File: src/rtl/sram_bist_pkg.sv
// Shared types and March C- element tables for the SRAM BIST controller.
package sram_bist_pkg;

    typedef enum logic [2:0] {E0, E1, E2, E3, E4, E5} elem_e;
    typedef enum logic [1:0] {OP_IDLE, OP_RD, OP_WR} op_e;
    typedef enum logic [1:0] {IDLE, RUN, DRAIN} state_e;

    // Bit i of each table belongs to element Ei.
    localparam logic [5:0] ELEM_DOWN = 6'b011000;
    localparam logic [5:0] ELEM_RPOL = 6'b010100;
    localparam logic [5:0] ELEM_WPOL = 6'b001010;

    function automatic logic elem_down(input elem_e e);
        return ELEM_DOWN[e];
    endfunction

    function automatic logic rd_pol(input elem_e e);
        return ELEM_RPOL[e];
    endfunction

    function automatic logic wr_pol(input elem_e e);
        return ELEM_WPOL[e];
    endfunction

    function automatic logic elem_is_pair(input elem_e e);
        return (e != E0) && (e != E5);
    endfunction

    function automatic op_e first_op(input elem_e e);
        return (e == E0) ? OP_WR : OP_RD;
    endfunction

endpackage

File: src/rtl/sram_bist_addr_gen.sv
// Loadable up/down address counter; direction is latched when an element starts.
module sram_bist_addr_gen #(
    parameter int ADDR_WIDTH = 4
) (
    input  logic                  clk,
    input  logic                  rst_n,
    input  logic                  clr_i,
    input  logic                  load_i,
    input  logic                  dir_i,
    input  logic                  step_i,
    output logic [ADDR_WIDTH-1:0] addr_o,
    output logic                  first_o,
    output logic                  last_o
);

    localparam logic [ADDR_WIDTH-1:0] ADDR_MAX = '1;

    logic [ADDR_WIDTH-1:0] addr_q;
    logic                  dir_q;

    always_ff @(posedge clk or negedge rst_n) begin
        if (!rst_n) begin
            addr_q <= '0;
            dir_q  <= 1'b0;
        end else if (clr_i) begin
            addr_q <= '0;
            dir_q  <= 1'b0;
        end else if (load_i) begin
            dir_q  <= dir_i;
            addr_q <= dir_i ? ADDR_MAX : '0;
        end else if (step_i) begin
            addr_q <= dir_q ? addr_q - 1'b1 : addr_q + 1'b1;
        end
    end

    assign addr_o  = addr_q;
    assign first_o = (addr_q == (dir_q ? ADDR_MAX : '0));
    assign last_o  = (addr_q == (dir_q ? '0 : ADDR_MAX));

endmodule

File: src/rtl/sram_march_bist.sv
// March C- BIST controller: drives the SRAM port one op per cycle and checks reads one cycle later.
module sram_march_bist
    import sram_bist_pkg::*;
#(
    parameter int                    ADDR_WIDTH = 4,
    parameter int                    DATA_WIDTH = 8,
    parameter logic [DATA_WIDTH-1:0] BG         = {DATA_WIDTH{1'b0}},
    parameter int                    CNT_WIDTH  = 8
) (
    input  logic                  clk,
    input  logic                  rst_n,
    input  logic                  start_i,
    output logic                  busy_o,
    output logic                  done_o,
    output logic                  pass_o,
    output logic [CNT_WIDTH-1:0]  fail_count_o,
    output logic [ADDR_WIDTH-1:0] fail_addr_o,
    output logic [DATA_WIDTH-1:0] fail_data_o,
    output logic [DATA_WIDTH-1:0] fail_exp_o,
    output logic                  mem_cs_o,
    output logic                  mem_re_o,
    output logic                  mem_we_o,
    output logic [ADDR_WIDTH-1:0] mem_addr_o,
    output logic [DATA_WIDTH-1:0] mem_din_o,
    input  logic [DATA_WIDTH-1:0] mem_dout_i
);

    state_e                state_q;
    elem_e                 elem_q, elem_d;
    op_e                   op_q, op_d;
    logic                  busy_q, done_q, pass_q;
    logic                  mem_cs_q, mem_re_q, mem_we_q;
    logic [DATA_WIDTH-1:0] mem_din_q;
    logic                  cmp_vld_q;
    logic [DATA_WIDTH-1:0] cmp_exp_q;
    logic [ADDR_WIDTH-1:0] cmp_addr_q;
    logic [CNT_WIDTH-1:0]  fail_cnt_q, fail_cnt_d;
    logic [ADDR_WIDTH-1:0] fail_addr_q;
    logic [DATA_WIDTH-1:0] fail_data_q, fail_exp_q;
    logic                  elem_start_q;

    logic                  load_run, step_run, run_end, mism;
    logic                  ag_load, ag_step, ag_clr, ag_dir, ag_first, ag_last;
    logic [ADDR_WIDTH-1:0] ag_addr;

    // Sequencing from the op currently on the bus to the next one.
    always_comb begin
        elem_d   = elem_q;
        op_d     = op_q;
        load_run = 1'b0;
        step_run = 1'b0;
        run_end  = 1'b0;
        if (op_q == OP_RD && elem_is_pair(elem_q)) begin
            op_d = OP_WR;
        end else if (!ag_last) begin
            step_run = 1'b1;
            if (elem_is_pair(elem_q)) op_d = OP_RD;
        end else if (elem_q == E5) begin
            run_end = 1'b1;
        end else begin
            elem_d   = elem_e'(elem_q + 3'd1);
            op_d     = first_op(elem_d);
            load_run = 1'b1;
        end
    end

    assign ag_load = (state_q == IDLE && start_i) || (state_q == RUN && load_run);
    assign ag_dir  = (state_q == RUN) ? elem_down(elem_d) : 1'b0;
    assign ag_step = (state_q == RUN) && step_run;
    assign ag_clr  = (state_q == RUN) && run_end;

    sram_bist_addr_gen #(.ADDR_WIDTH(ADDR_WIDTH)) u_addr_gen (
        .clk     (clk),
        .rst_n   (rst_n),
        .clr_i   (ag_clr),
        .load_i  (ag_load),
        .dir_i   (ag_dir),
        .step_i  (ag_step),
        .addr_o  (ag_addr),
        .first_o (ag_first),
        .last_o  (ag_last)
    );

    // X/Z on the read bus must count as a mismatch, hence the case inequality.
    assign mism       = cmp_vld_q && (mem_dout_i !== cmp_exp_q);
    assign fail_cnt_d = !mism ? fail_cnt_q :
                        (fail_cnt_q == '1) ? fail_cnt_q : fail_cnt_q + 1'b1;

    always_ff @(posedge clk or negedge rst_n) begin
        if (!rst_n) begin
            state_q      <= IDLE;
            elem_q       <= E0;
            op_q         <= OP_IDLE;
            busy_q       <= 1'b0;
            done_q       <= 1'b0;
            pass_q       <= 1'b0;
            mem_cs_q     <= 1'b0;
            mem_re_q     <= 1'b0;
            mem_we_q     <= 1'b0;
            mem_din_q    <= '0;
            cmp_vld_q    <= 1'b0;
            cmp_exp_q    <= '0;
            cmp_addr_q   <= '0;
            fail_cnt_q   <= '0;
            fail_addr_q  <= '0;
            fail_data_q  <= '0;
            fail_exp_q   <= '0;
            elem_start_q <= 1'b0;
        end else begin
            done_q       <= 1'b0;
            elem_start_q <= ag_load;
            cmp_vld_q    <= mem_re_q;
            cmp_exp_q    <= BG ^ {DATA_WIDTH{rd_pol(elem_q)}};
            cmp_addr_q   <= ag_addr;
            fail_cnt_q   <= fail_cnt_d;
            if (mism && fail_cnt_q == '0) begin
                fail_addr_q <= cmp_addr_q;
                fail_data_q <= mem_dout_i;
                fail_exp_q  <= cmp_exp_q;
            end
            case (state_q)
                IDLE: begin
                    if (start_i) begin
                        state_q     <= RUN;
                        busy_q      <= 1'b1;
                        pass_q      <= 1'b0;
                        fail_cnt_q  <= '0;
                        fail_addr_q <= '0;
                        fail_data_q <= '0;
                        fail_exp_q  <= '0;
                        elem_q      <= E0;
                        op_q        <= OP_WR;
                        mem_cs_q    <= 1'b1;
                        mem_we_q    <= 1'b1;
                        mem_din_q   <= BG ^ {DATA_WIDTH{wr_pol(E0)}};
                    end
                end
                RUN: begin
                    if (run_end) begin
                        state_q   <= DRAIN;
                        op_q      <= OP_IDLE;
                        mem_cs_q  <= 1'b0;
                        mem_re_q  <= 1'b0;
                        mem_we_q  <= 1'b0;
                        mem_din_q <= '0;
                    end else begin
                        elem_q    <= elem_d;
                        op_q      <= op_d;
                        mem_cs_q  <= 1'b1;
                        mem_re_q  <= (op_d == OP_RD);
                        mem_we_q  <= (op_d == OP_WR);
                        mem_din_q <= (op_d == OP_WR) ? (BG ^ {DATA_WIDTH{wr_pol(elem_d)}}) : '0;
                    end
                end
                DRAIN: begin
                    state_q <= IDLE;
                    busy_q  <= 1'b0;
                    done_q  <= 1'b1;
                    pass_q  <= (fail_cnt_d == '0);
                end
                default: state_q <= IDLE;
            endcase
        end
    end

    a_elem_first: assert property (@(posedge clk) disable iff (!rst_n) elem_start_q |-> ag_first);

    assign busy_o       = busy_q;
    assign done_o       = done_q;
    assign pass_o       = pass_q;
    assign fail_count_o = fail_cnt_q;
    assign fail_addr_o  = fail_addr_q;
    assign fail_data_o  = fail_data_q;
    assign fail_exp_o   = fail_exp_q;
    assign mem_cs_o     = mem_cs_q;
    assign mem_re_o     = mem_re_q;
    assign mem_we_o     = mem_we_q;
    assign mem_addr_o   = ag_addr;
    assign mem_din_o    = mem_din_q;

endmodule
File: config.mk
export PLATFORM = sky130hd
export DESIGN_NAME = sram_march_bist
export DESIGN_NICKNAME = d
export VERILOG_FILES = /design/src/rtl/sram_bist_pkg.sv /design/src/rtl/sram_bist_addr_gen.sv /design/src/rtl/sram_march_bist.sv
export SDC_FILE = /design/constraint.sdc
export NUM_CORES = 1
export LEC_CHECK = 0
export ABC_AREA = 1
export BUFFER_PORTS_ARGS = -buffer_cell sky130_fd_sc_hd__buf_2
export CAP_MARGIN = 20
export CORE_ASPECT_RATIO = 1.25
export CORE_MARGIN = 5
export CORE_UTILIZATION = 55
export DETAILED_ROUTE_END_ITERATION = 10
export PLACE_DENSITY = 0.91
export SLEW_MARGIN = 0
export SYNTH_ARGS = -nofsm -noshare
export SYNTH_HDL_FRONTEND = slang
export SYNTH_SLANG_ARGS = --single-unit
File: constraint.sdc
create_clock -name clk -period 5.2 [get_ports clk]
set_input_delay 1.04 -clock clk [delete_from_list [all_inputs] [get_ports clk]]
set_output_delay 1.04 -clock clk [all_outputs]
set_load 0.02 [all_outputs]
==> After elaboration in Yosys (flattened, before gate mapping) <==
Memories as Yosys holds them, arrays and structs flattened. A register that Yosys moved wholly into a read port is not among the register bits.
Cells that the tools add are included.
{ "totals": {"reg_bits": 59, "mem_bits_ro": 24, "in_bits": 11, "output_inout_bits": 46, "elab_cells": 125, "memories": 3} }
{ "classes": {"addsub": 4, "order_cmp": 1, "n_eq_ne": 13, "mux": 63, "n_reduce_logical": 23} }
{ "memory_table": {"columns": ["name", "words", "word_bits", "rd", "rd_clocked_by_memory_dff", "write_ports", "line_no", "text"], "rows": [
  ["(no name shown)", 8, 1, 1, 0, 0, "sram_bist_pkg.sv:22", "return ELEM_WPOL[e];"],
  ["(no name shown)", 8, 1, 1, 1, 0, "sram_bist_pkg.sv:18", "return ELEM_RPOL[e];"],
  ["(no name shown)", 8, 1, 1, 0, 0, "sram_bist_pkg.sv:14", "return ELEM_DOWN[e];"]
]} }
{ "ops": {"columns": ["operator", "n"], "rows": [
  ["two-way mux 8 bit", 13],
  ["two-way mux 4 bit", 9],
  ["two-way mux 1 bit", 19],
  ["two-way mux 2 bit", 9],
  ["logical NOT 8 bit", 2],
  ["one-hot mux 8 bit (2 select lines)", 1],
  ["two-way mux 3 bit", 5],
  ["adder 8 x 1 -> 8 bit (second input constant)", 1],
  ["equality test 8 bit (second input constant)", 1],
  ["logical AND 1 bit", 8],
  ["!== test 8 bit", 1],
  ["one-hot mux 1 bit (2 select lines)", 4],
  ["one-hot mux 2 bit (2 select lines)", 2],
  ["equality test 2 x 1 -> 1 bit (second input constant)", 3],
  ["!= test 2 bit (second input constant)", 3],
  ["one-hot mux 3 bit (2 select lines)", 1],
  ["AND reduction 2 bit", 3],
  ["nonzero test 2 bit", 3],
  ["nonzero test 3 bit", 2],
  ["adder 4 x 1 -> 4 bit (second input constant)", 1],
  ["equality test 2 bit (second input constant)", 2],
  ["equality test 4 bit", 1],
  ["< comparator 3 x 4 -> 1 bit (second input constant)", 1],
  ["subtractor 4 x 1 -> 4 bit (second input constant)", 1],
  ["8 further kinds", 8]
]} }

==> Longest topological paths before layout <==
Gate-level depths: netlist (run 1).
{ "logic_depth": {"word_depth": 10, "depth_mapped": 12, "mapped_depth_nobuf": 12} }

==> Hierarchy <==
From an unflattened synthesis (run 1), not the netlist that was laid out.
{ "hier_totals": {"cells_unflattened": 358, "area_unflattened_um2": 2845.2} }
{ "by_module_without_submodules": {"columns": ["mod", "n_inst", "cells_per_inst", "area_each_um2", "seq_area_each_um2"], "rows": [
  ["sram_march_bist", 1, 311, 2472.4, 1201.2],
  ["sram_bist_addr_gen", 1, 47, 372.9, 125.1]
]} }

==> Worst setup path after synthesis (run 1) <==
No wires, ideal clock.
{ "synth_path": {"path_type": "in2reg", "from": "input port mem_dout_i[0]", "to": "register fail_data_q[0] (netlist: fail_data_o[0])", "setup_ps": 78, "arrival_time_ps": 1919, "required_ps": 5122, "slack_ps": 3203, "stages": 10, "path_buffers": 1, "path_cell_list": "inv_1 > nand2_1 > nor2_1 > inv_1 > nor2_1 > nor2_1 > nand2_1 > clkbuf_1 > o21ai_0 > a21oi_1"} }
{ "synth_via": {"elab_chain_cells": 6} }
{ "synth_rtl": {"columns": ["item", "line_no", "text"], "rows": [
  ["start, declared", "sram_march_bist.sv:25", "input logic [DATA_WIDTH-1:0] mem_dout_i"],
  ["!== test 8 bit", "sram_march_bist.sv:85", "assign mism = cmp_vld_q && (mem_dout_i !== cmp_exp_q);"],
  ["logical AND 1 bit", "sram_march_bist.sv:85", null],
  ["logical AND 1 bit", "sram_march_bist.sv:116", "if (mism && fail_cnt_q == '0) begin"],
  ["two-way mux 8 bit (*)", "sram_march_bist.sv:116", null],
  ["two-way mux 8 bit", "sram_march_bist.sv:123", "if (start_i) begin"],
  ["two-way mux 8 bit (*)", "sram_march_bist.sv:121", "case (state_q)"],
  ["end signal, assigned", "sram_march_bist.sv:118", "fail_data_q <= mem_dout_i;"],
  ["end, declared", "sram_march_bist.sv:39", "logic [DATA_WIDTH-1:0] fail_data_q, fail_exp_q;"]
]} }
Mark *: on every way between the ends. The rest lies on a longest branch, timed or not.
A chain may end at the register's enable or synchronous reset.

==> Final worst setup path (run 1) <==
{ "layout_path": {"from": "input port mem_dout_i[6]", "to": "register fail_addr_q[0] (netlist: fail_addr_o[0])"} }
{ "layout_via": {"elab_chain_cells": 6} }
{ "layout_rtl": {"columns": ["item", "line_no", "text"], "rows": [
  ["!== test 8 bit (*)", "sram_march_bist.sv:85", null],
  ["logical AND 1 bit (*)", "sram_march_bist.sv:85", null],
  ["logical AND 1 bit (*)", "sram_march_bist.sv:116", null],
  ["two-way mux 4 bit (*)", "sram_march_bist.sv:116", null],
  ["two-way mux 4 bit", "sram_march_bist.sv:123", null],
  ["two-way mux 4 bit (*)", "sram_march_bist.sv:121", null],
  ["end signal, assigned", "sram_march_bist.sv:117", "fail_addr_q <= cmp_addr_q;"],
  ["end, declared", "sram_march_bist.sv:38", "logic [ADDR_WIDTH-1:0] fail_addr_q;"]
]} }
Marks and branches as above.

==> results of run 1 <==
## layer usage
| metal | vias up | wire length [um] |
|---|---|---|
| met4 | 0 | 104 |
| met3 | 16 | 339 |
| met5 | - | 0 |
| li1 | 1258 | - |
| met1 | 1207 | 2521 |
| met2 | 72 | 3518 |
## worst paths after layout
path | from | slack (ps) | endpoint
worst min register to register | mem_re_o$_DFFE_PN0P_ | 460 | cmp_vld_q$_DFF_PN0_
max in group asynchronous | rst_n | 3940 | u_addr_gen.addr_o[3]$_DFFE_PN0P_
worst min-delay path | mem_re_o$_DFFE_PN0P_ | 460 | cmp_vld_q$_DFF_PN0_
min in group asynchronous | rst_n | 830 | mem_cs_o$_DFFE_PN0P_
worst max register to register | cmp_exp_q[0]$_DFF_PN0_ | 2680 | fail_addr_o[0]$_DFF_PN0_
worst max-delay path | mem_dout_i[6] | 2200 | fail_addr_o[0]$_DFF_PN0_
## worst register-to-register path, delay by kind of cell (launching register included)
kind                   cells  cell delay [ps]
and+or+nand+nor            5             1440
AOI/OAI and AO/OA          2              490
DFF                        1              420
buffers and inverters      1               30
## cell families after synthesis
logic type,Yosys count,share of synthesized area [%]
AO/OA/AOI/OAI,66,11.86
XOR/XNOR,4,1.203
adder cells (fa/ha/maj),10,4.555
buffers and inverters,64,9.411
flip-flops,53,45.55
AND/OR/NAND/NOR,168,27.42
## cells in the final DEF (no fill, tap or decap)
cell / instances
inv_1: 41
o21ai_2: 3
nor2_1: 25
xnor2_1: 1
dfrtp_1: 53
clkbuf_1: 1
nand2_2: 6
nor3_1: 3
nand3_1: 20
nand3_2: 5
inv_2: 7
o21ai_0: 26
inv_6: 1
fa_1: 1
nand4_2: 1
nand2_4: 3
nand4_4: 1
clkbuf_8: 5
nand4_1: 6
a21oi_1: 32
clkinv_1: 1
buf_2: 56
a21oi_2: 1
nor2_4: 1
buf_4: 1
xor2_1: 3
clkinv_2: 2
o21ai_1: 4
nor4_2: 1
nor2_2: 4
ha_1: 9
nand2_1: 91
or2_1: 1
## layout make-up
cell class | instances | share of cell area [%]
clock inverters | 2 | 0.4198
flip-flops and latches | 53 | 40.46
multi-input cells | 248 | 40.00
repair buffers | 57 | 8.779
well taps | 62 | 2.366
clock buffers | 6 | 2.214
inverters | 50 | 5.763
## flip-flops by register name (all words and copies together), names as in the netlist, 2 cells and up
| signal | cells |
|---|---|
| u_addr_gen.addr_o | 4 |
| fail_data_o | 8 |
| fail_count_o | 8 |
| elem_q | 3 |
| fail_addr_o | 4 |
| state_q | 2 |
| fail_exp_o | 8 |
| op_q | 2 |
| cmp_addr_q | 4 |
## power groups by stage
stage / logic [mW] / registers (mW) / clock network (mW)
detailed placement: 0.243 / 0.506 / 0
finish: 0.241 / 0.498 / 0.228
floorplan: 0.105 / 0.554 / 0
CTS: 0.244 / 0.498 / 0.232
global placement: 0.237 / 0.504 / 0
global route: 0.270 / 0.506 / 0.250
==> impl_metrics.csv, run 1 <==
group,metric,value,unit
setup_path,cp_max_fo,32,
clocking,cts_tree,"yes",
synthesis,syn_nets,386,
sta,whs,461.3,ps
layout,register_area,0.001326,sq mm
route,ant_nets,0,
setup_path,path_common_cell,"nand2_1",
sta,period_share,57.63,%
global_routing,use_met3,3.757,%
synthesis,yosys-top-cells-area,"dfrtp_1 (46%), nand2_1 (12%), a21oi_1 (5.5%)",
power,clkPwrFrac,23.6,%
placed_design,post_dp_cell_area,0.003192,sq mm
synthesis,synth-warning-count,0,
synthesis,yosysTopAreaCell,"dfrtp_1",
clocking,clk_pin_slew,90,ps
layout,fill_cells,435,
route,routed_wl,6483,um
floorplan,die_w,75.08,um
route,post-route-drc-count,0,
placed_design,dpl.cell_count,470,
sta,drv_slew,0,
layout,diodes,0,
global_routing,grt_pass1_wl,11200,um
synthesis,yosys-top-cells-count,"nand2_1 (91), dfrtp_1 (53), inv_1 (41)",
power,seq_power_share,51.5,%
clocking,cts_buffer_depth,2,
layout,final_core_utilization,64.07,%
floorplan,die_area,0.006858,sq mm
floorplan,dieHeight,91.35,um
synthesis,post-synth-top-count-cell,"nand2_1",
global_routing,grt-ovfl-total,0,
floorplan,coreArea,0.005116,sq mm
synthesis,async_flop_share,100.0,%
global_routing,gr-usage-met2,36.26,%
setup_path,cp.depth,9,
setup_path,crit_buf_inv,1,
global_routing,busiest_layer,"met2",
clocking,clockRootBuffer,"clkbuf_8",
sta,setup-tns-final,0,ps
global_routing,first_global_vias,2479,
placed_design,dp_slack,1922,ps
worst_hold_path,hold_depth,0,
floorplan,rows,29,
sta,worst_slack,2203,ps
clocking,cts_setup_buffers,0,
power,powerDensity,295.1,mW/mm^2
synthesis,yosys_register_bits,53,
clocking,cts_buffers,5,
floorplan,num_io_pins,57,
job,drv_cap,0,
synthesis,synth_cells,365,
placed_design,routabilityCongestion,0.8573,
setup_path,cp.arrival,3150,ps
setup_path,critPathMaxStageDelay,720,ps
setup_path,end_kind,"flip-flop",
sta,finalCriticalPeriod,2997,ps
power,pwr-share-comb,24.9,%
layout,nets,436,
power,power,967.3,uW
clocking,clock_latency,300,ps
synthesis,synth_top_area_share,45.55,%
power,internal_power,632.7,uW
layout,drive_above_1_share,23.56,%
route,first_pass_iters,7,
setup_path,start_kind,"input pin",
route,viasPerCell,5.341,
clocking,hold_buffers,0,
synthesis,seq_area_frac_synth,45.55,%
outcome,status,"completed",
power,switching_power,334.7,uW
setup_path,critical_path_required,5350,ps
layout,multiInputGateArea,0.001311,sq mm
sta,final_hold_viol_count,0,
synthesis,ys.flop_type,"dfrtp_1",
layout,fin_area,0.003278,sq mm
setup_path,reg2reg_depth,8,
clocking,postCtsResizedCells,0,
synthesis,yosysUniqueCellTypes,32,
power,p_leak,1.771,nW
clocking,cts.sinks,53,
sta,slew-limit-headroom,39.86,%
setup_path,critical_path.top_delay_family,"simple AND/OR/NAND/NOR gates",
route,drt-initial-drc-count,217,
route,vias,2553,
global_routing,grt_max_degree,54,
synthesis,synth_area,0.002912,sq mm
global_routing,antenna_found_initial,0,
global_routing,gr-usage-met1,24.41,%
synthesis,avgSynthCellArea,7.977,sq um
floorplan,initial_core_util,56.91,%
power,switching_share,34.60,%
synthesis,synth_edf_count,0,
sta,worst_pin_slew,900.0,ps
layout,syn2layout_area_growth,12.59,%
clocking,htreeDepth,2,
setup_path,path_cells,"buf_2 -> nand2_1 -> nor2_1 -> nand3_1 -> nand2_1 -> nor2_1 -> nand2_1 -> o21ai_0 -> a21oi_1",
route,wl_per_cell,13.56,um
global_routing,grt.total_usage,20.43,%
sta,max_freq,0.3337,GHz
sta,finClkSkew,5.374,ps
layout,final-instance-count-excl-fill,478,
power,ir_drop,0.1435,mV
setup_path,crit_type,"input pin to flip-flop",
sta,setup_viol,0,
placed_design,dp_hpwl,4998,um
sta,rsz0062_at_grt,"false",
setup_path,crit_slowest_cell,"nand2_1",
worst_hold_path,hold_path.class,"flip-flop to flip-flop",
placed_design,io_buffers,56,
(Power assumes the default switching activity.)
==> inputs of run 2 (changes only) <==
--- a/config.mk
+++ b/config.mk
@@ -10,9 +10,9 @@
 export CAP_MARGIN = 20
 export CORE_ASPECT_RATIO = 1.25
 export CORE_MARGIN = 5
-export CORE_UTILIZATION = 55
+export CORE_UTILIZATION = 50
 export DETAILED_ROUTE_END_ITERATION = 10
-export PLACE_DENSITY = 0.91
+export PLACE_DENSITY = 0.87
 export SLEW_MARGIN = 0
 export SYNTH_ARGS = -nofsm -noshare
 export SYNTH_HDL_FRONTEND = slang
==> constraint.sdc (replaced) <==
create_clock -name clk -period 2.7 [get_ports clk]
set_input_delay 0.54 -clock clk [delete_from_list [all_inputs] [get_ports clk]]
set_output_delay 0.54 -clock clk [all_outputs]
set_load 0.02 [all_outputs]
==> run 2 against run 1 <==
Net effect: clock skew is 4.4 ps higher; die area is 8.8% higher; flip-flop and latch count stayed put; final cell count is 1.7% higher; register-to-register slack worse by 1900 ps; core utilization is 5.9 points lower; highest routed layer unchanged.
==> impl_metrics.csv, run 2 (synthesis gave the netlist of run 1 again) <==
group,metric,value,unit
outcome,status,"completed",
floorplan,die_w,78.25,um
job,drv_cap,0,
sta,whs,125.2,ps
sta,slew-limit-headroom,64.89,%
layout,drive_above_1_share,24.52,%
global_routing,grt-ovfl-total,0,
placed_design,routabilityCongestion,0.8743,
setup_path,rr_endpoint,"elem_q[2]$_DFFE_PN0P_",
clocking,htreeDepth,2,
sta,finClkSkew,9.769,ps
setup_path,critical_path_required,2940,ps
sta,drv_slew,0,
global_routing,grt_max_degree,26,
placed_design,dp_hpwl,4887,um
route,viasPerCell,5.296,
power,p_leak,1.799,nW
clocking,cts_buffer_depth,2,
global_routing,grt_pass1_wl,10770,um
setup_path,regToRegSetupSlack,790,ps
clocking,clk_pin_slew,100,ps
clocking,hold_buffers,0,
setup_path,critPathMaxStageDelay,470,ps
power,powerDensity,572.3,mW/mm^2
global_routing,grt.total_usage,18.06,%
route,first_pass_iters,4,
sta,max_freq,0.5230,GHz
setup_path,crit_type,"flip-flop to flip-flop",
global_routing,first_global_vias,2437,
setup_path,path_common_cell,"inv_2",
global_routing,antenna_found_initial,0,
clocking,cts_tree,"yes",
floorplan,num_io_pins,57,
placed_design,io_buffers,56,
setup_path,path_cells,"ha_1 -> nand3_2 -> nor2_4 -> inv_2 -> nor2_2 -> inv_2 -> nand2_2 -> nand2_4 -> clkinv_2 -> nand2_1 -> o21ai_1",
floorplan,initial_core_util,50.72,%
route,drt-initial-drc-count,121,
setup_path,r2r_start,"u_addr_gen.dir_q$_DFFE_PN0P_",
floorplan,rows,31,
route,vias,2574,
power,ir_drop,0.2319,mV
setup_path,cp.arrival,2150,ps
worst_hold_path,hold_path.class,"input pin to async pin",
placed_design,dpl.cell_count,478,
floorplan,dieHeight,95.32,um
layout,layout_commonest_cell,"nand2_1",
route,wl_per_cell,12.85,um
sta,worst_pin_slew,525.4,ps
setup_path,reg2reg_depth,11,
layout,diodes,0,
clocking,cts_setup_buffers,0,
route,ant_nets,0,
floorplan,die_area,0.007458,sq mm
layout,fill_cells,527,
sta,finalCriticalPeriod,1912,ps
clocking,clock_latency,310,ps
clocking,clockRootBuffer,"clkbuf_8",
setup_path,end_kind,"flip-flop",
placed_design,post_dp_cell_area,0.003239,sq mm
layout,final-instance-count-excl-fill,486,
setup_path,crit_slowest_cell,"dfrtp_1",
sta,setup_viol,0,
floorplan,coreArea,0.005741,sq mm
layout,nets,440,
clocking,postCtsResizedCells,0,
layout,layout_common_cells,"nand2_1 (91), buf_2 (56), dfrtp_1 (53)",
clocking,cts_buffers,5,
layout,syn2layout_area_growth,14.65,%
clocking,cts.sinks,53,
setup_path,cp_max_fo,7,
sta,period_share,70.82,%
route,routed_wl,6246,um
sta,final_hold_viol_count,0,
sta,setup-tns-final,0,ps
route,post-route-drc-count,0,
setup_path,start_kind,"flip-flop",
layout,fin_area,0.003338,sq mm
sta,rsz0062_at_grt,"false",
run 2: cell count changes in the layout (fill, tap and decap cells not counted), sizes merged:
cell / change
clkinv: -1
clkinvlp: +1
buf: +4
run 2: through the flow:
stage / utilization (%) / total power [mW] / worst slack (ps)
after floorplan: - / 1.269 / 967.4
final: 58.15 / 1.910 / 787.8
after global routing: 58.15 / 2.012 / 606.8
after global placement: 56.43 / 1.426 / 720.3
after CTS: 58.15 / 1.922 / 761.8
after detailed placement: 56.43 / 1.447 / 670.2
run 2: worst max-delay path, delay by kind of cell, from the launching register on:
kind,cells,cell delay [ps]
compound gates,1,70
simple gates,6,640
flops,1,470
fa+ha+maj,1,410
buf+inv,3,240
run 2: worst max-delay path by stage:
stage                                     start  cells past startpoint  slack [ps]                               end
3_5_place_dp                      mem_dout_i[0]                     12         670          fail_data_o[4]$_DFF_PN0_
4_1_cts            u_addr_gen.dir_q$_DFFE_PN0P_                     11         760             elem_q[2]$_DFFE_PN0P_
6_report           u_addr_gen.dir_q$_DFFE_PN0P_                     11         790             elem_q[2]$_DFFE_PN0P_
2_1_floorplan  u_addr_gen.addr_o[2]$_DFFE_PN0P_                     10         970  u_addr_gen.addr_o[0]$_DFFE_PN0P_
3_3_place_gp                      mem_dout_i[0]                     12         720          fail_data_o[2]$_DFF_PN0_
5_1_grt               fail_count_o[0]$_DFF_PN0_                      8         610          fail_data_o[7]$_DFF_PN0_
run 2: power by group:
group	switching, mW	internal, mW
clock network	0.267	0.212
registers	0.0871	0.875
logic	0.310	0.159
run 2: cell type report:
cell class                      count  area (sq um)  share of cell area, %
Clock buffer                        6         82.58                  2.474
Clock inverter                      2         16.27                 0.4873
Inverter                           50         188.9                  5.660
Multi-Input combinational cell    248          1311                  39.28
Sequential cell                    53          1326                  39.73
Tap cell                           66         82.58                  2.474
Timing Repair Buffer               61         330.3                  9.895
run 2: layer usage:
metal,up-vias,wire [um],global-route usage [%]
li1,1270,-,-
met1,1228,2516,21.11
met2,63,3336,33.07
met3,13,273,3.686
met4,0,119,5.977
met5,-,0,0
==> inputs of run 3 (changes only) <==
--- a/config.mk
+++ b/config.mk
@@ -5,14 +5,14 @@
 export SDC_FILE = /design/constraint.sdc
 export NUM_CORES = 1
 export LEC_CHECK = 0
-export ABC_AREA = 1
+export ABC_AREA = 0
 export BUFFER_PORTS_ARGS = -buffer_cell sky130_fd_sc_hd__buf_2
 export CAP_MARGIN = 20
 export CORE_ASPECT_RATIO = 1.25
 export CORE_MARGIN = 5
-export CORE_UTILIZATION = 50
+export CORE_UTILIZATION = 55
 export DETAILED_ROUTE_END_ITERATION = 10
-export PLACE_DENSITY = 0.87
+export PLACE_DENSITY = 0.91
 export SLEW_MARGIN = 0
 export SYNTH_ARGS = -nofsm -noshare
 export SYNTH_HDL_FRONTEND = slang
==> constraint.sdc (replaced) <==
create_clock -name clk -period 1.8 [get_ports clk]
set_input_delay 0.36 -clock clk [delete_from_list [all_inputs] [get_ports clk]]
set_output_delay 0.36 -clock clk [all_outputs]
set_load 0.02 [all_outputs]
==> run 3 against run 2 <==
Net effect: the flow now finishes with violations (negative hold slack, negative setup slack); routed wire length grew 64%; register-to-register slack got worse by 1100 ps; via count is 12% higher; combinational power rose to 11 times the previous value; die area is 12% lower; flip-flop and latch count unchanged; first-iteration DRC count grew to 3.2 times the previous value; non-clock buffer count increased by 47; critical path depth decreased by 6; largest power group is now combinational cells; highest routed layer unchanged.
==> impl_metrics.csv, run 3 <==
group,metric,value,unit
synthesis,synth_cells,288,
clocking,clk_pin_slew,110,ps
layout,fill_cells,234,
layout,final_core_utilization,82.43,%
sta,finClkSkew,13.57,ps
outcome,violations,"negative hold slack, negative setup slack",
layout,multiInputGateArea,0.001694,sq mm
synthesis,seq_area_frac_synth,48.01,%
route,ant_nets,0,
sta,worst_slack,-265.7,ps
floorplan,rows,28,
route,first_pass_iters,5,
power,power,7.976,mW
sta,final_hold_viol_count,4,
global_routing,grt_max_degree,34,
layout,layout_common_cells,"buf_2 (56), dfrtp_1 (49), buf_4 (41)",
placed_design,dp_slack,-286.9,ps
placed_design,io_buffers,56,
clocking,cts_tree,"yes",
job,drv_cap,0,
route,wl_met1,3723,um
synthesis,async_flop_share,100.0,%
synthesis,post-synth-top-count-cell,"dfrtp_1",
setup_path,critical_path_required,2010,ps
global_routing,grt.total_usage,25.36,%
sta,max_freq,0.4841,GHz
synthesis,yosysTopAreaCell,"dfrtp_1",
clocking,clockRootBuffer,"clkbuf_8",
setup_path,end_kind,"flip-flop",
route,wl_per_cell,22.80,um
placed_design,routabilityCongestion,0.8784,
clocking,hold_buffers,0,
floorplan,num_io_pins,57,
route,vias,2882,
setup_path,cp_max_fo,5,
global_routing,grt_pass1_wl,12940,um
setup_path,cp.arrival,2270,ps
floorplan,initial_core_util,57.56,%
clocking,cts_buffers,5,
layout,nets,409,
synthesis,ys.flop_type,"dfrtp_1",
route,post-route-drc-count,0,
synthesis,yosys_register_bits,53,
clocking,clock_latency,320,ps
layout,register_area,0.001331,sq mm
clocking,htreeDepth,2,
route,viasPerCell,6.419,
layout,syn2layout_area_growth,43.21,%
floorplan,die_w,73.39,um
layout,diodes,0,
synthesis,syn_nets,309,
floorplan,die_area,0.006549,sq mm
layout,drive_above_1_share,50.90,%
worst_hold_path,hold_path.class,"input pin to async pin",
synthesis,synth_edf_count,0,
global_routing,grt-ovfl-total,0,
setup_path,crit_type,"flip-flop to flip-flop",
sta,period_share,114.8,%
route,met3_length,720,um
synthesis,synth_top_area_share,48.01,%
route,drt-initial-drc-count,390,
synthesis,synth-warning-count,0,
sta,setup_viol,39,
route,dr_wl_met2,5261,um
setup_path,regToRegSetupSlack,-270,ps
placed_design,dpl.cell_count,426,
layout,final-instance-count-excl-fill,449,
synthesis,yosysUniqueCellTypes,48,
synthesis,yosys-top-cells-count,"dfrtp_1 (53), nand2_1 (41), a21oi_1 (29)",
sta,finalCriticalPeriod,2066,ps
sta,rsz0062_at_grt,"true",
synthesis,yosys-top-cells-area,"dfrtp_1 (48%), nand2_1 (5.6%), a21oi_1 (5.3%)",
outcome,status,"complete, but fails checks",
power,ir_drop,1.120,mV
clocking,cts_buffer_depth,2,
route,routed_wl,10240,um
setup_path,start_kind,"flip-flop",
clocking,cts.sinks,53,
power,p_leak,1.877,nW
placed_design,dp_hpwl,5436,um
floorplan,dieHeight,89.24,um
synthesis,synth_area,0.002763,sq mm
sta,drv_slew,0,
sta,whs,-3.992,ps
sta,worst_pin_slew,558.5,ps
floorplan,coreArea,0.004800,sq mm
layout,layout_commonest_cell,"buf_2",
global_routing,first_global_vias,2680,
power,powerDensity,2016,mW/mm^2
synthesis,avgSynthCellArea,9.593,sq um
global_routing,antenna_found_initial,0,
sta,slew-limit-headroom,62.69,%
route,dr.max_layer_used,"met4",
==> run 3: cell types whose count changed after synthesis, sizes merged, moves of 6 or more <==
cell and change:
inv -37, o21ai -21, mux2i +6, and3 +6, nand3 -18, nand2 -59, nor2 -7
==> run 3: path summary, 6_finish.rpt <==
check,start,endpoint,depth (start not counted)
setup reg to reg,u_addr_gen.dir_q$_DFFE_PN0P_,mem_din_o[6]$_DFFE_PN0P_,5
min in group clk,mem_dout_i[0],fail_data_o[0]$_DFF_PN0_,3
setup / recovery,u_addr_gen.dir_q$_DFFE_PN0P_,mem_din_o[6]$_DFFE_PN0P_,5
hold reg to reg,mem_re_o$_DFFE_PN0P_,cmp_vld_q$_DFF_PN0_,0
hold / removal,rst_n,fail_addr_o[0]$_DFF_PN0_,1
max in group asynchronous,rst_n,fail_count_o[6]$_DFF_PN0_,2
==> run 3: layout make-up <==
class | count | share of cell area, %
Clock buffer | 5 | 1.739
Clock inverter | 3 | 0.6641
Inverter | 11 | 1.107
Multi-Input combinational cell | 209 | 42.82
Sequential cell | 53 | 33.65
Tap cell | 60 | 1.898
Timing Repair Buffer | 108 | 18.12
==> run 3: report_power, final <==
part | total (mW) | internal [mW] | switching [mW]
Combinational | 5.14 | 2.22 | 2.92
Clock | 0.732 | 0.285 | 0.447
Sequential | 2.10 | 1.69 | 0.409
Total | 7.98 | 4.20 | 3.78
==> run 3: worst max-delay path, cell delays in order, from the launching register on <==
cell and delay [ps]:
dfrtp_2 450, or3b_4 440, a221oi_2 400, nand2_1 130
xnor2_1 170, o41ai_2 360
==> run 3: routing by layer <==
| metal | up-vias | global-route usage [%] |
|---|---|---|
| met5 | - | 0 |
| met4 | 0 | 9.720 |
| met3 | 60 | 4.274 |
| met2 | 194 | 45.97 |
| met1 | 1414 | 29.79 |
| li1 | 1214 | - |
==> run 3: kinds of logic (layout without fill, tap and decap cells) <==
group / Yosys count / count (layout) / synth area share (%)
AO/OA/AOI/OAI: 66 / 67 / 15.90
XOR/XNOR: 7 / 7 / 2.219
adder cells (fa/ha/maj): 10 / 10 / 4.801
buffers and inverters: 30 / 127 / 5.163
flip-flops: 53 / 53 / 48.01
multiplexers: 8 / 8 / 3.125
AND/OR/NAND/NOR: 114 / 117 / 20.79
==> run 3: timing repair <==
item	CTS	global route
endpoints found under the setup margin	28	38
pin swaps	8	24
cloned	1	4
setup buffers	2	8
resized for setup	25	54
==> run 3: metrics by stage <==
stage / setup TNS (ps) / area (sq um)
after floorplan: -4161 / 2860
after global placement: -6748 / 3411
after detailed placement: -8369 / 3411
after CTS: -1131 / 3633
after global routing: -6741 / 3956
final: -4797 / 3956
